File: config.mk
export PLATFORM = sky130hd
export DESIGN_NAME = load_extend_ctrl
export DESIGN_NICKNAME = d
export VERILOG_FILES = /design/src/rtl/load_extend_ctrl.sv
export SDC_FILE = /design/constraint.sdc
export NUM_CORES = 1
export LEC_CHECK = 0
export BUFFER_PORTS_ARGS = -buffer_cell sky130_fd_sc_hd__buf_2
export CAP_MARGIN = 20
export CORE_ASPECT_RATIO = 2
export CORE_MARGIN = 4
export CORE_UTILIZATION = 30
export DETAILED_ROUTE_END_ITERATION = 8
export PLACE_DENSITY = 0.61
export SLEW_MARGIN = 20
export SYNTH_ARGS = -nofsm -noshare
export SYNTH_HDL_FRONTEND = slang
export SYNTH_SLANG_ARGS = --single-unit
File: constraint.sdc
create_clock -name clk_i -period 2.1 [get_ports clk_i]
set_clock_uncertainty 0.05 [all_clocks]
set_input_delay 0.525 -clock clk_i [delete_from_list [all_inputs] [get_ports clk_i]]
set_output_delay 0.525 -clock clk_i [all_outputs]
set_load 0.02 [all_outputs]
File: src/rtl/load_extend_ctrl.sv
// Load unit: takes one load, does a word read, returns the extended value.
// Ports: clk_i/rst_i, req_* from EX/MEM, mem_* to dmem, rsp_* to writeback.
module load_extend_ctrl #(
    parameter int unsigned TIMEOUT = 16
) (
    input  logic        clk_i,
    input  logic        rst_i,
    input  logic        req_valid_i,
    output logic        req_ready_o,
    input  logic [31:0] req_addr_i,
    input  logic [2:0]  req_funct3_i,
    input  logic [4:0]  req_rd_i,
    output logic        mem_req_o,
    output logic [31:0] mem_addr_o,
    input  logic        mem_ack_i,
    input  logic [31:0] mem_rdata_i,
    output logic        rsp_valid_o,
    input  logic        rsp_ready_i,
    output logic [31:0] rsp_data_o,
    output logic [4:0]  rsp_rd_o,
    output logic        rsp_fault_o
);

    localparam int unsigned CW = $clog2(TIMEOUT);
    localparam logic [CW-1:0] CNT_LAST = CW'(TIMEOUT - 1);

    localparam logic [2:0] F_LB  = 3'b000;
    localparam logic [2:0] F_LH  = 3'b001;
    localparam logic [2:0] F_LW  = 3'b010;
    localparam logic [2:0] F_LBU = 3'b100;
    localparam logic [2:0] F_LHU = 3'b101;

    typedef enum logic [1:0] {
        S_IDLE,
        S_MEM,
        S_RESP
    } state_e;

    state_e          state_q, state_d;
    logic [31:0]     addr_q, addr_d;
    logic [2:0]      f3_q, f3_d;
    logic [4:0]      rd_q, rd_d;
    logic [31:0]     data_q, data_d;
    logic            fault_q, fault_d;
    logic [CW-1:0]   cnt_q, cnt_d;

    logic            req_bad;
    logic [7:0]      op_b;
    logic [15:0]     op_h;
    logic [31:0]     ext;

    // Requests that fault before touching memory.
    always_comb begin
        req_bad = 1'b0;
        unique case (req_funct3_i)
            F_LB, F_LBU: req_bad = 1'b0;
            F_LH, F_LHU: req_bad = req_addr_i[0];
            F_LW:        req_bad = |req_addr_i[1:0];
            default:     req_bad = 1'b1;
        endcase
    end

    // Operand extraction from the returned word.
    always_comb begin
        op_b = 8'h00;
        unique case (addr_q[1:0])
            2'd0: op_b = mem_rdata_i[7:0];
            2'd1: op_b = mem_rdata_i[15:8];
            2'd2: op_b = mem_rdata_i[23:16];
            2'd3: op_b = mem_rdata_i[31:24];
            default: op_b = 8'h00;
        endcase
        op_h = addr_q[1] ? mem_rdata_i[31:16] : mem_rdata_i[15:0];
        ext = 32'h0;
        unique case (f3_q)
            F_LB:    ext = {{24{op_b[7]}}, op_b};
            F_LH:    ext = {{16{op_h[15]}}, op_h};
            F_LW:    ext = mem_rdata_i;
            F_LBU:   ext = {24'h0, op_b};
            F_LHU:   ext = {16'h0, op_h};
            default: ext = 32'h0;
        endcase
    end

    always_comb begin
        state_d = state_q;
        addr_d  = addr_q;
        f3_d    = f3_q;
        rd_d    = rd_q;
        data_d  = data_q;
        fault_d = fault_q;
        cnt_d   = cnt_q;
        unique case (state_q)
            S_IDLE: begin
                if (req_valid_i) begin
                    addr_d = req_addr_i;
                    f3_d   = req_funct3_i;
                    rd_d   = req_rd_i;
                    cnt_d  = '0;
                    data_d = 32'h0;
                    if (req_bad) begin
                        fault_d = 1'b1;
                        state_d = S_RESP;
                    end else begin
                        fault_d = 1'b0;
                        state_d = S_MEM;
                    end
                end
            end
            S_MEM: begin
                // An ack in the last allowed cycle still completes the load.
                if (mem_ack_i) begin
                    data_d  = ext;
                    fault_d = 1'b0;
                    state_d = S_RESP;
                end else if (cnt_q == CNT_LAST) begin
                    data_d  = 32'h0;
                    fault_d = 1'b1;
                    state_d = S_RESP;
                end else begin
                    cnt_d = cnt_q + 1'b1;
                end
            end
            S_RESP: begin
                if (rsp_ready_i) begin
                    state_d = S_IDLE;
                end
            end
            default: state_d = S_IDLE;
        endcase
    end

    always_ff @(posedge clk_i) begin
        if (rst_i) begin
            state_q <= S_IDLE;
            addr_q  <= 32'h0;
            f3_q    <= 3'h0;
            rd_q    <= 5'h0;
            data_q  <= 32'h0;
            fault_q <= 1'b0;
            cnt_q   <= '0;
        end else begin
            state_q <= state_d;
            addr_q  <= addr_d;
            f3_q    <= f3_d;
            rd_q    <= rd_d;
            data_q  <= data_d;
            fault_q <= fault_d;
            cnt_q   <= cnt_d;
        end
    end

    assign req_ready_o = (state_q == S_IDLE);
    assign mem_req_o   = (state_q == S_MEM);
    assign mem_addr_o  = mem_req_o ? {addr_q[31:2], 2'b00} : 32'h0;
    assign rsp_valid_o = (state_q == S_RESP);
    assign rsp_data_o  = data_q;
    assign rsp_rd_o    = rd_q;
    assign rsp_fault_o = fault_q;

endmodule

## After elaboration in Yosys (flattened, before gate mapping)

Index checks and enable logic that the tools add are counted.

- Add/sub/neg operators: 1
- Eq/ne operators: 19
- Multiplexer cells: 24
- Reduce and logical (&&, ||, !) cells: 12

Operator list:

| kind | count |
|---|---|
| 32-bit one-hot mux with 5 select lines | 1 |
| 32-bit two-way mux | 4 |
| 32-bit one-hot mux with 2 select lines | 1 |
| 8-bit one-hot mux with 4 select lines | 1 |
| 16-bit two-way mux | 1 |
| 3-bit equality test, second input constant | 4 |
| 4-bit two-way mux | 3 |
| 2-bit two-way mux | 5 |
| 4-bit one-hot mux with 2 select lines | 1 |
| 2-bit equality test, second input constant | 3 |
| 3-bit by 1-bit equality test with 1-bit output, second input constant | 2 |
| 3-bit by 2-bit equality test with 1-bit output, second input constant | 2 |
| 3-bit logical NOT | 2 |
| 2-bit inequality test, second input constant | 3 |
| 2-bit one-hot mux with 3 select lines | 1 |
| 3-bit AND reduction | 2 |
| 2-bit OR reduction | 3 |
| 4-bit by 1-bit adder with 4-bit output, second input constant | 1 |
| 2-bit by 1-bit equality test with 1-bit output, second input constant | 2 |
| 4-bit equality test, second input constant | 1 |
| 2-bit logical NOT | 2 |
| 1-bit two-way mux | 4 |
| 4-bit AND reduction | 1 |
| 3-bit by 1-bit inequality test with 1-bit output, second input constant | 1 |
| other kinds (5) | 5 |

- Flip-flop bits (word level): 79
- Bits of input ports: 77
- Logic and storage cells: 63

## Logic depth before layout (Yosys ltp)

Gate-level depths: netlist of the first run.

- Depth in word-level cells: 6
- Gate-level depth with buffers: 8
- Gate-level depth less buffers: 5

## Worst setup path after synthesis of the first run

OpenSTA, ideal clock, no wires.

- Path type: flip-flop to output port
- Start point: register state_q[0]
- End point: output port mem_addr_o[22]
- Arrival time: 1.295 ns
- Data required time: 1.525 ns
- Setup slack: 0.230 ns
- Stages on the path, launching flop included: 6
- Cells stage by stage: dfxtp_1 buf_2 nand2b_1 inv_2 clkbuf_1 and2_1

- Longest elaborated chain between the ends: 2

RTL lines:

| item | line | text |
|---|---|---|
| start: declaration | 39 | `state_e state_q, state_d;` |
| start signal: assignment | 143 | `state_q <= state_d;` |
| 2-bit by 1-bit equality test with 1-bit output | 154 | `assign mem_req_o = (state_q == S_MEM);` |
| net mem_req_o | 13 | `output logic mem_req_o,` |
| 32-bit two-way mux | 155 | `assign mem_addr_o = mem_req_o ? {addr_q[31:2], 2'b00} : 32'h0;` |
| end: declaration | 14 | `output logic [31:0] mem_addr_o,` |

The timed path passes the listed nets, and every way through them passes these cells.

## Worst setup path in the final report of the first run

- Start point: register state_q[1]
- End point: output port mem_addr_o[25]

- Longest elaborated chain between the ends: 2

RTL lines:

| item | line |
|---|---|
| 2-bit by 1-bit equality test with 1-bit output | 154 |
| 32-bit two-way mux | 155 |

Every way passes these cells.

==> results of run 1 <==
## routing by layer
layer,vias up,track usage (%),share of wire [%]
met4,0,8.35,3.9
met3,17,3.20,5.6
met2,106,30.0,55
met1,1591,15.2,35
met5,-,0,0
li1,1739,-,-
## repair_timing
action,CTS,global route
setup endpoints to repair,31,30
hold endpoints to repair,0,0
resized for setup,4,1
## logic make-up after synthesis
kind of cell,synth area share (%)
other cells,0.108
mux,2.70
buf+inv,4.86
simple gates,25.0
flops,45.5
compound gates,20.9
fa+ha+maj,0.360
xor+xnor,0.504
## per-stage QoR
step | hold slack, ps | cells
2_1_floorplan | 382 | 428
6_report | 381 | 710
3_3_place_gp | 383 | 694
4_1_cts | 363 | 710
5_1_grt | 375 | 710
3_5_place_dp | 393 | 694
## registers in the layout (all words and copies together) (netlist names)
register / count
addr_q: 32
rsp_data_o: 32
rsp_rd_o: 5
cnt_q: 4
f3_q: 3
state_q: 2
rsp_fault_o: 1
## synthesized netlist by cell type (2+ instances only)
| library cell | n | area, um^2 |
|---|---|---|
| or3_1 | 2 | 12.5 |
| mux2i_1 | 8 | 80.1 |
| buf_6 | 2 | 22.5 |
| and2_1 | 30 | 188 |
| buf_2 | 6 | 30.0 |
| o21ai_0 | 16 | 80.1 |
| o22ai_1 | 2 | 12.5 |
| o32a_1 | 2 | 20.0 |
| nor2_1 | 10 | 37.5 |
| a211oi_1 | 7 | 52.6 |
| nor3_1 | 3 | 15.0 |
| nand3_1 | 3 | 15.0 |
| nor3b_1 | 2 | 15.0 |
| o21ai_1 | 2 | 10.0 |
| a22o_1 | 9 | 78.8 |
| inv_1 | 3 | 11.3 |
| o211ai_1 | 9 | 67.6 |
| dfxtp_1 | 79 | 1580 |
| a21oi_1 | 46 | 230 |
| a22oi_1 | 16 | 120 |
| nand3b_1 | 2 | 15.0 |
| and4_1 | 2 | 17.5 |
| nor3b_2 | 2 | 25.0 |
| nand2b_1 | 3 | 18.8 |
| clkbuf_1 | 20 | 75.1 |
| nand2_1 | 116 | 435 |
| buf_4 | 3 | 22.5 |
## path summary, 6_finish.rpt
path                                                     to  depth (start not counted)
worst max-delay path                         mem_addr_o[25]                          4
worst min-delay path                addr_q[11]$_SDFFE_PP0P_                          3
worst max register to register  rsp_data_o[12]$_SDFFE_PP0P_                          4
worst min register to register      addr_q[20]$_SDFFE_PP0P_                          2
## cell type report
| type | count | area [um^2] |
|---|---|---|
| Inverter | 4 | 22.5 |
| Fill cell | 1207 | 6700 |
| Tap cell | 142 | 178 |
| Multi-Input combinational cell | 313 | 1740 |
| Clock buffer | 11 | 253 |
| Sequential cell | 79 | 1580 |
| Timing Repair Buffer | 156 | 803 |
| Clock inverter | 5 | 80.1 |
## power breakdown
part | switching (mW) | total, mW | internal [mW]
registers | 0.0493 | 1.62 | 1.57
logic | 0.326 | 0.528 | 0.201
clock network | 0.612 | 1.72 | 1.10
total | 0.987 | 3.86 | 2.88
## worst max-delay path: cells and delay by family (launching register included)
| kind | cells | cell delay, ps |
|---|---|---|
| buffers and inverters | 2 | 330 |
| DFF | 1 | 360 |
| and+or+nand+nor | 2 | 400 |
==> metrics.cfg, run 1 <==
[timing]
tightest_slew_ps = 541
max_freq_mhz = 500
period_minus_slack_ps = 2000
relSlewSlack_pct = 64.0
worst_slack_ps = 99.4
hold_viol = 0
period_share_pct = 95.3
grt_setup_unrepaired = false
fin_tns_setup_ps = 0
setup_viol = 0
finalMaxSlewViolations = 0

[cts]
cts_max_path_buffers = 2
cts_buffers = 9
ctsHoldBuffers = 0
root_buffer = clkbuf_16
cts.sinks = 79
cts_setup_buffers = 0
path_clk_slew_ps = 60
htreeDepth = 3
clkLatencyLatePin_ps = 320
cts_tree = yes

[detailed_routing]
route.detailed.drc = 0
viasPerCell = 4.86
wl_um = 10600
routedWlPerCell_um = 14.9
first_iter_violations = 77
firstDrtPassIters = 4
vias = 3453
ant_nets = 0

[die]
initial_core_util_pct = 30.6
io_pins = 150
core_um2 = 11400
die_w_um = 84.1
die-area_um2 = 13500
die_h_um = 160
num_rows = 55

[logic_synthesis]
synth_cell_types = 49
ys_seq_area_share_pct = 45.5
ys_ff_latch = 79
async_reset_ff_share_pct = 0
yosysWarnings = 0
avgSynthCellArea_um2 = 8.13
synth_edf_count = 0
synth_area_um2 = 3470
synthFlopType = dfxtp_1
syn_inst = 427

[placement]
dpl_worst_slack_ps = 143
portBuffers = 147
place_area_um2 = 4310
gp_congestion = 0.822
place_hpwl_um = 8110

[worst_setup_path]
cp.required_ps = 1520
path_class = register to output pin
cp_slowest_cell = dfxtp_2
cp-startpoint = state_q[1]$_SDFFE_PP0P_
worstReg2RegStart = f3_q[0]$_SDFFE_PP0P_
cp.arrival_ps = 1430
cpPeakStageDelay_ps = 360
startpoint_type = register
critical_path.max_fanout = 36
cp_cell_sequence = nand2b_2 -> inv_8 -> and2_1 -> buf_2
cp-end-kind = output pin
reg2reg_setup_slack_ps = 260

[final_layout]
drive_gt1_share_pct = 32.2
area_growth_pct = 34.0
final_util_pct = 41.0
antenna_cells = 0
final_cell_mix = 147 x buf_2, 116 x nand2_1, 78 x dfxtp_1
final_area_um2 = 4650
nets = 641
mostFrequentLayoutCell = buf_2

[worst_hold_path]
hold_class = primary input to register
min_from = req_addr_i[11]

[power_and_ir_drop]
peakVddDrop_mv = 0.371
finalPower_mw = 3.86
p_leak_nw = 2.17
p_per_area_nw_per_um2 = 830

[global_routing]
antenna_found_initial = 0
grt_pass1_vias = 3430
grt_use_total_pct = 15.7
overflow = 0
grt_pass1_wl_um = 17000
grt_max_degree = 45

[job]
drv_cap = 0

[status]
outcome = finished clean

No activity file was read; power rests on OpenSTA's default activity.
==> run 2, diff against run 1 <==
--- a/config.mk
+++ b/config.mk
@@ -11,6 +11,7 @@
 export CORE_MARGIN = 4
 export CORE_UTILIZATION = 30
 export DETAILED_ROUTE_END_ITERATION = 8
+export MAX_ROUTING_LAYER = met4
 export PLACE_DENSITY = 0.61
 export SLEW_MARGIN = 20
 export SYNTH_ARGS = -nofsm -noshare
==> metrics.cfg, run 2 (synthesis results as in run 1) <==
[status]
outcome = finished clean

[final_layout]
mostFrequentLayoutCell = buf_2
nets = 641
final_cell_mix = 147 x buf_2, 116 x nand2_1, 78 x dfxtp_1
antenna_cells = 0
area_growth_pct = 34.0
drive_gt1_share_pct = 32.2
final_area_um2 = 4650

[die]
core_um2 = 11400
die_h_um = 160
initial_core_util_pct = 30.6
die-area_um2 = 13500
die_w_um = 84.1
io_pins = 150
num_rows = 55

[cts]
htreeDepth = 3
cts_tree = yes
cts_max_path_buffers = 2
cts.sinks = 79
cts_setup_buffers = 0
path_clk_slew_ps = 60
root_buffer = clkbuf_16
cts_buffers = 9
clkLatencyLatePin_ps = 320

[timing]
grt_setup_unrepaired = false
fin_tns_setup_ps = 0
finalMaxSlewViolations = 0
period_share_pct = 95.2
worst_slack_ps = 101
tightest_slew_ps = 537
setup_viol = 0
relSlewSlack_pct = 63.2
hold_viol = 0
period_minus_slack_ps = 2000
max_freq_mhz = 500

[detailed_routing]
first_iter_violations = 88
wl_um = 10600
routedWlPerCell_um = 14.9
vias = 3462
ant_nets = 0
route.detailed.drc = 0
firstDrtPassIters = 4
viasPerCell = 4.88

[global_routing]
overflow = 0
grt_pass1_vias = 3432
grt_use_total_pct = 16.1
grt_max_degree = 45
antenna_found_initial = 0
grt_pass1_wl_um = 17000

[placement]
portBuffers = 147
gp_congestion = 0.834
dpl_worst_slack_ps = 143
place_area_um2 = 4310
place_hpwl_um = 8110

[power_and_ir_drop]
finalPower_mw = 3.86
p_leak_nw = 2.17
p_per_area_nw_per_um2 = 830
peakVddDrop_mv = 0.369

[worst_setup_path]
cp.required_ps = 1520
cp-startpoint = state_q[1]$_SDFFE_PP0P_
reg2reg_setup_slack_ps = 270
path_class = register to output pin
reg2regPathDepth = 4
critical_path.max_fanout = 36
worstReg2RegStart = f3_q[0]$_SDFFE_PP0P_
cp-end-kind = output pin
cp.arrival_ps = 1420
regToRegEndpoint = rsp_data_o[12]$_SDFFE_PP0P_
startpoint_type = register

[worst_hold_path]
min_to = addr_q[11]$_SDFFE_PP0P_
hold_class = primary input to register
whs_path_depth = 3
min_from = req_addr_i[11]

[job]
drv_cap = 0

run 2: cell counts in the layout (fill, tap and decap cells not counted):
No cell type changed its count.
run 2: report_power, final:
| group | internal (mW) | switching [mW] |
|---|---|---|
| registers | 1.57 | 0.0493 |
| logic | 0.201 | 0.326 |
| clock network | 1.10 | 0.610 |
run 2: worst max-delay path: stages, from the launching register on:
cell      delay, ps
dfxtp_2         360
nand2b_2        250
inv_8           170
and2_1          150
buf_2           160
run 2: area by class of cell:
class,count,area [um^2]
clock inverters,5,80.1
repair buffers,156,803
flip-flops and latches,79,1580
multi-input cells,313,1740
fillers,1207,6700
inverters,4,22.5
clock buffers,11,253
well taps,142,178
run 2: worst max path at each step:
stage                          end  slack [ps]  depth (start not counted)
floorplan           mem_addr_o[22]         230                          5
global placement    mem_addr_o[25]         190                          4
detailed placement  mem_addr_o[25]         140                          4
CTS                 mem_addr_o[25]          10                          4
global route         mem_addr_o[3]          10                          4
finish              mem_addr_o[25]         100                          4
run 2: what timing repair did:
action	CTS	global route
pin swaps	0	0
setup endpoints to repair	31	30
resized for setup	4	1
hold buffers	0	0
run 2: metal layers:
layer	part of all wire, %	vias to the layer above	global-route usage (%)
met1	35	1599	15.4
met4	3.8	0	8.13
met3	5.6	17	3.10
met2	55	110	29.9
li1	-	1736	-
met5	0	-	-
run 2: stage by stage:
step           util, %  cells  hold slack [ps]
6_report          41.0    710              382
4_1_cts           41.0    710              363
3_5_place_dp      38.0    694              393
2_1_floorplan        -    428              382
5_1_grt           41.0    710              374
3_3_place_gp      38.0    694              383
==> run 3, diff against run 2 <==
--- a/config.mk
+++ b/config.mk
@@ -5,14 +5,13 @@
 export SDC_FILE = /design/constraint.sdc
 export NUM_CORES = 1
 export LEC_CHECK = 0
-export BUFFER_PORTS_ARGS = -buffer_cell sky130_fd_sc_hd__buf_2
-export CAP_MARGIN = 20
 export CORE_ASPECT_RATIO = 2
 export CORE_MARGIN = 4
 export CORE_UTILIZATION = 30
 export DETAILED_ROUTE_END_ITERATION = 8
+export DONT_BUFFER_PORTS = 1
 export MAX_ROUTING_LAYER = met4
-export PLACE_DENSITY = 0.61
+export PLACE_DENSITY = 0.5
 export SLEW_MARGIN = 20
 export SYNTH_ARGS = -nofsm -noshare
 export SYNTH_HDL_FRONTEND = slang
==> metrics.cfg, run 3 (synthesis results as in run 1) <==
[detailed_routing]
routedWlPerCell_um = 17.9
wl_um = 10100
ant_nets = 0
first_iter_violations = 58
viasPerCell = 5.13
firstDrtPassIters = 4
vias = 2903
route.detailed.drc = 0

[timing]
period_minus_slack_ps = 2030
finalMaxSlewViolations = 0
period_share_pct = 96.7
tightest_slew_ps = 619
max_freq_mhz = 492
hold_viol = 0
relSlewSlack_pct = 58.3
hold_ws_ps = 210
setup_viol = 0
worst_slack_ps = 68.6

[die]
die_w_um = 84.1
die-area_um2 = 13500
io_pins = 150
num_rows = 55
initial_core_util_pct = 30.6
die_h_um = 160
core_um2 = 11400

[worst_setup_path]
critical_path.max_fanout = 27
worstReg2RegStart = addr_q[1]$_SDFFE_PP0P_
cp_cell_sequence = nand2b_1 -> inv_4 -> buf_12 -> and2_2
cp_slowest_cell = dfxtp_2
cp-startpoint = state_q[1]$_SDFFE_PP0P_
cp-end-kind = output pin
cp.arrival_ps = 1460
cpPeakStageDelay_ps = 410
path_class = register to output pin
cp.required_ps = 1520
reg2reg_setup_slack_ps = 220
startpoint_type = register

[power_and_ir_drop]
p_leak_nw = 1.53
p_per_area_nw_per_um2 = 934
finalPower_mw = 3.72
peakVddDrop_mv = 0.610

[cts]
cts_buffers = 9
root_buffer = clkbuf_16
cts_tree = yes
cts.sinks = 79
htreeDepth = 3
cts_max_path_buffers = 2
clkLatencyLatePin_ps = 320
path_clk_slew_ps = 60

[final_layout]
final_cell_mix = 116 x nand2_1, 78 x dfxtp_1, 46 x a21oi_1
fillers = 1224
area_growth_pct = 14.8
nets = 497
final_cells = 566
final_area_um2 = 3990
drive_gt1_share_pct = 14.9
mostFrequentLayoutCell = nand2_1
antenna_cells = 0

[placement]
portBuffers = 0
dpl_worst_slack_ps = 245
place_area_um2 = 3610
place_hpwl_um = 7710
gp_congestion = 0.835
dp.cells = 548

[global_routing]
grt_pass1_wl_um = 16000
grt_max_degree = 50
antenna_found_initial = 0
grt_pass1_vias = 2933
grt_use_total_pct = 15.4
overflow = 0

[worst_hold_path]
min_from = rst_i
hold_class = primary input to register

[job]
drv_cap = 0

[status]
outcome = finished clean

-- run 3: final timing paths --
path / endpoint / cells past startpoint
min reg2reg: addr_q[24]$_SDFFE_PP0P_ / 2
max: mem_addr_o[3] / 4
max reg2reg: rsp_data_o[12]$_SDFFE_PP0P_ / 4
min: addr_q[24]$_SDFFE_PP0P_ / 1
-- run 3: metrics by stage --
| step | setup TNS [ps] | utilization (%) |
|---|---|---|
| 6_report | 0 | 35.1 |
| 5_1_grt | -69.6 | 35.1 |
| 4_1_cts | 0 | 34.9 |
| 3_5_place_dp | 0 | 31.8 |
| 3_3_place_gp | 0 | 31.8 |
| 2_1_floorplan | 0 | - |
-- run 3: area by class of cell --
type / count / area, um^2 / share of cell area, %
Multi-Input combinational cell: 313 / 1770 / 44.4
Sequential cell: 79 / 1580 / 39.7
Clock buffer: 10 / 239 / 5.99
Tap cell: 142 / 178 / 4.46
Timing Repair Buffer: 12 / 115 / 2.89
Clock inverter: 6 / 83.8 / 2.10
Inverter: 4 / 17.5 / 0.439
-- run 3: layer usage --
metal  GRT usage [%]  wire (um)  part of all wire [%]  vias up
li1                -          -                     -     1447
met1            14.6       3460                    34     1338
met2            27.9       5650                    56      110
met3            5.27        847                   8.4        8
met4            5.86        167                   1.6        0
met5               -          0                     0        -
-- run 3: timing repair --
action | CTS | global route
gates resized for setup | 26 | 6
hold buffers | 0 | 0
buffers inserted | 0 | 2
endpoints found under the hold margin | 0 | 0
setup endpoints to repair | 25 | 25
-- run 3: power breakdown --
part,leakage (nW),internal (mW),switching [mW]
Sequential,0.644,1.57,0.0800
Clock,0.162,1.07,0.609
Combinational,0.728,0.148,0.243
Total,1.53,2.79,0.932
-- run 3: critical path, delay by kind of cell, from the launching register on --
family	cells	cell delay (ps)
buffers and inverters	2	240
DFF	1	410
and+or+nand+nor	2	470
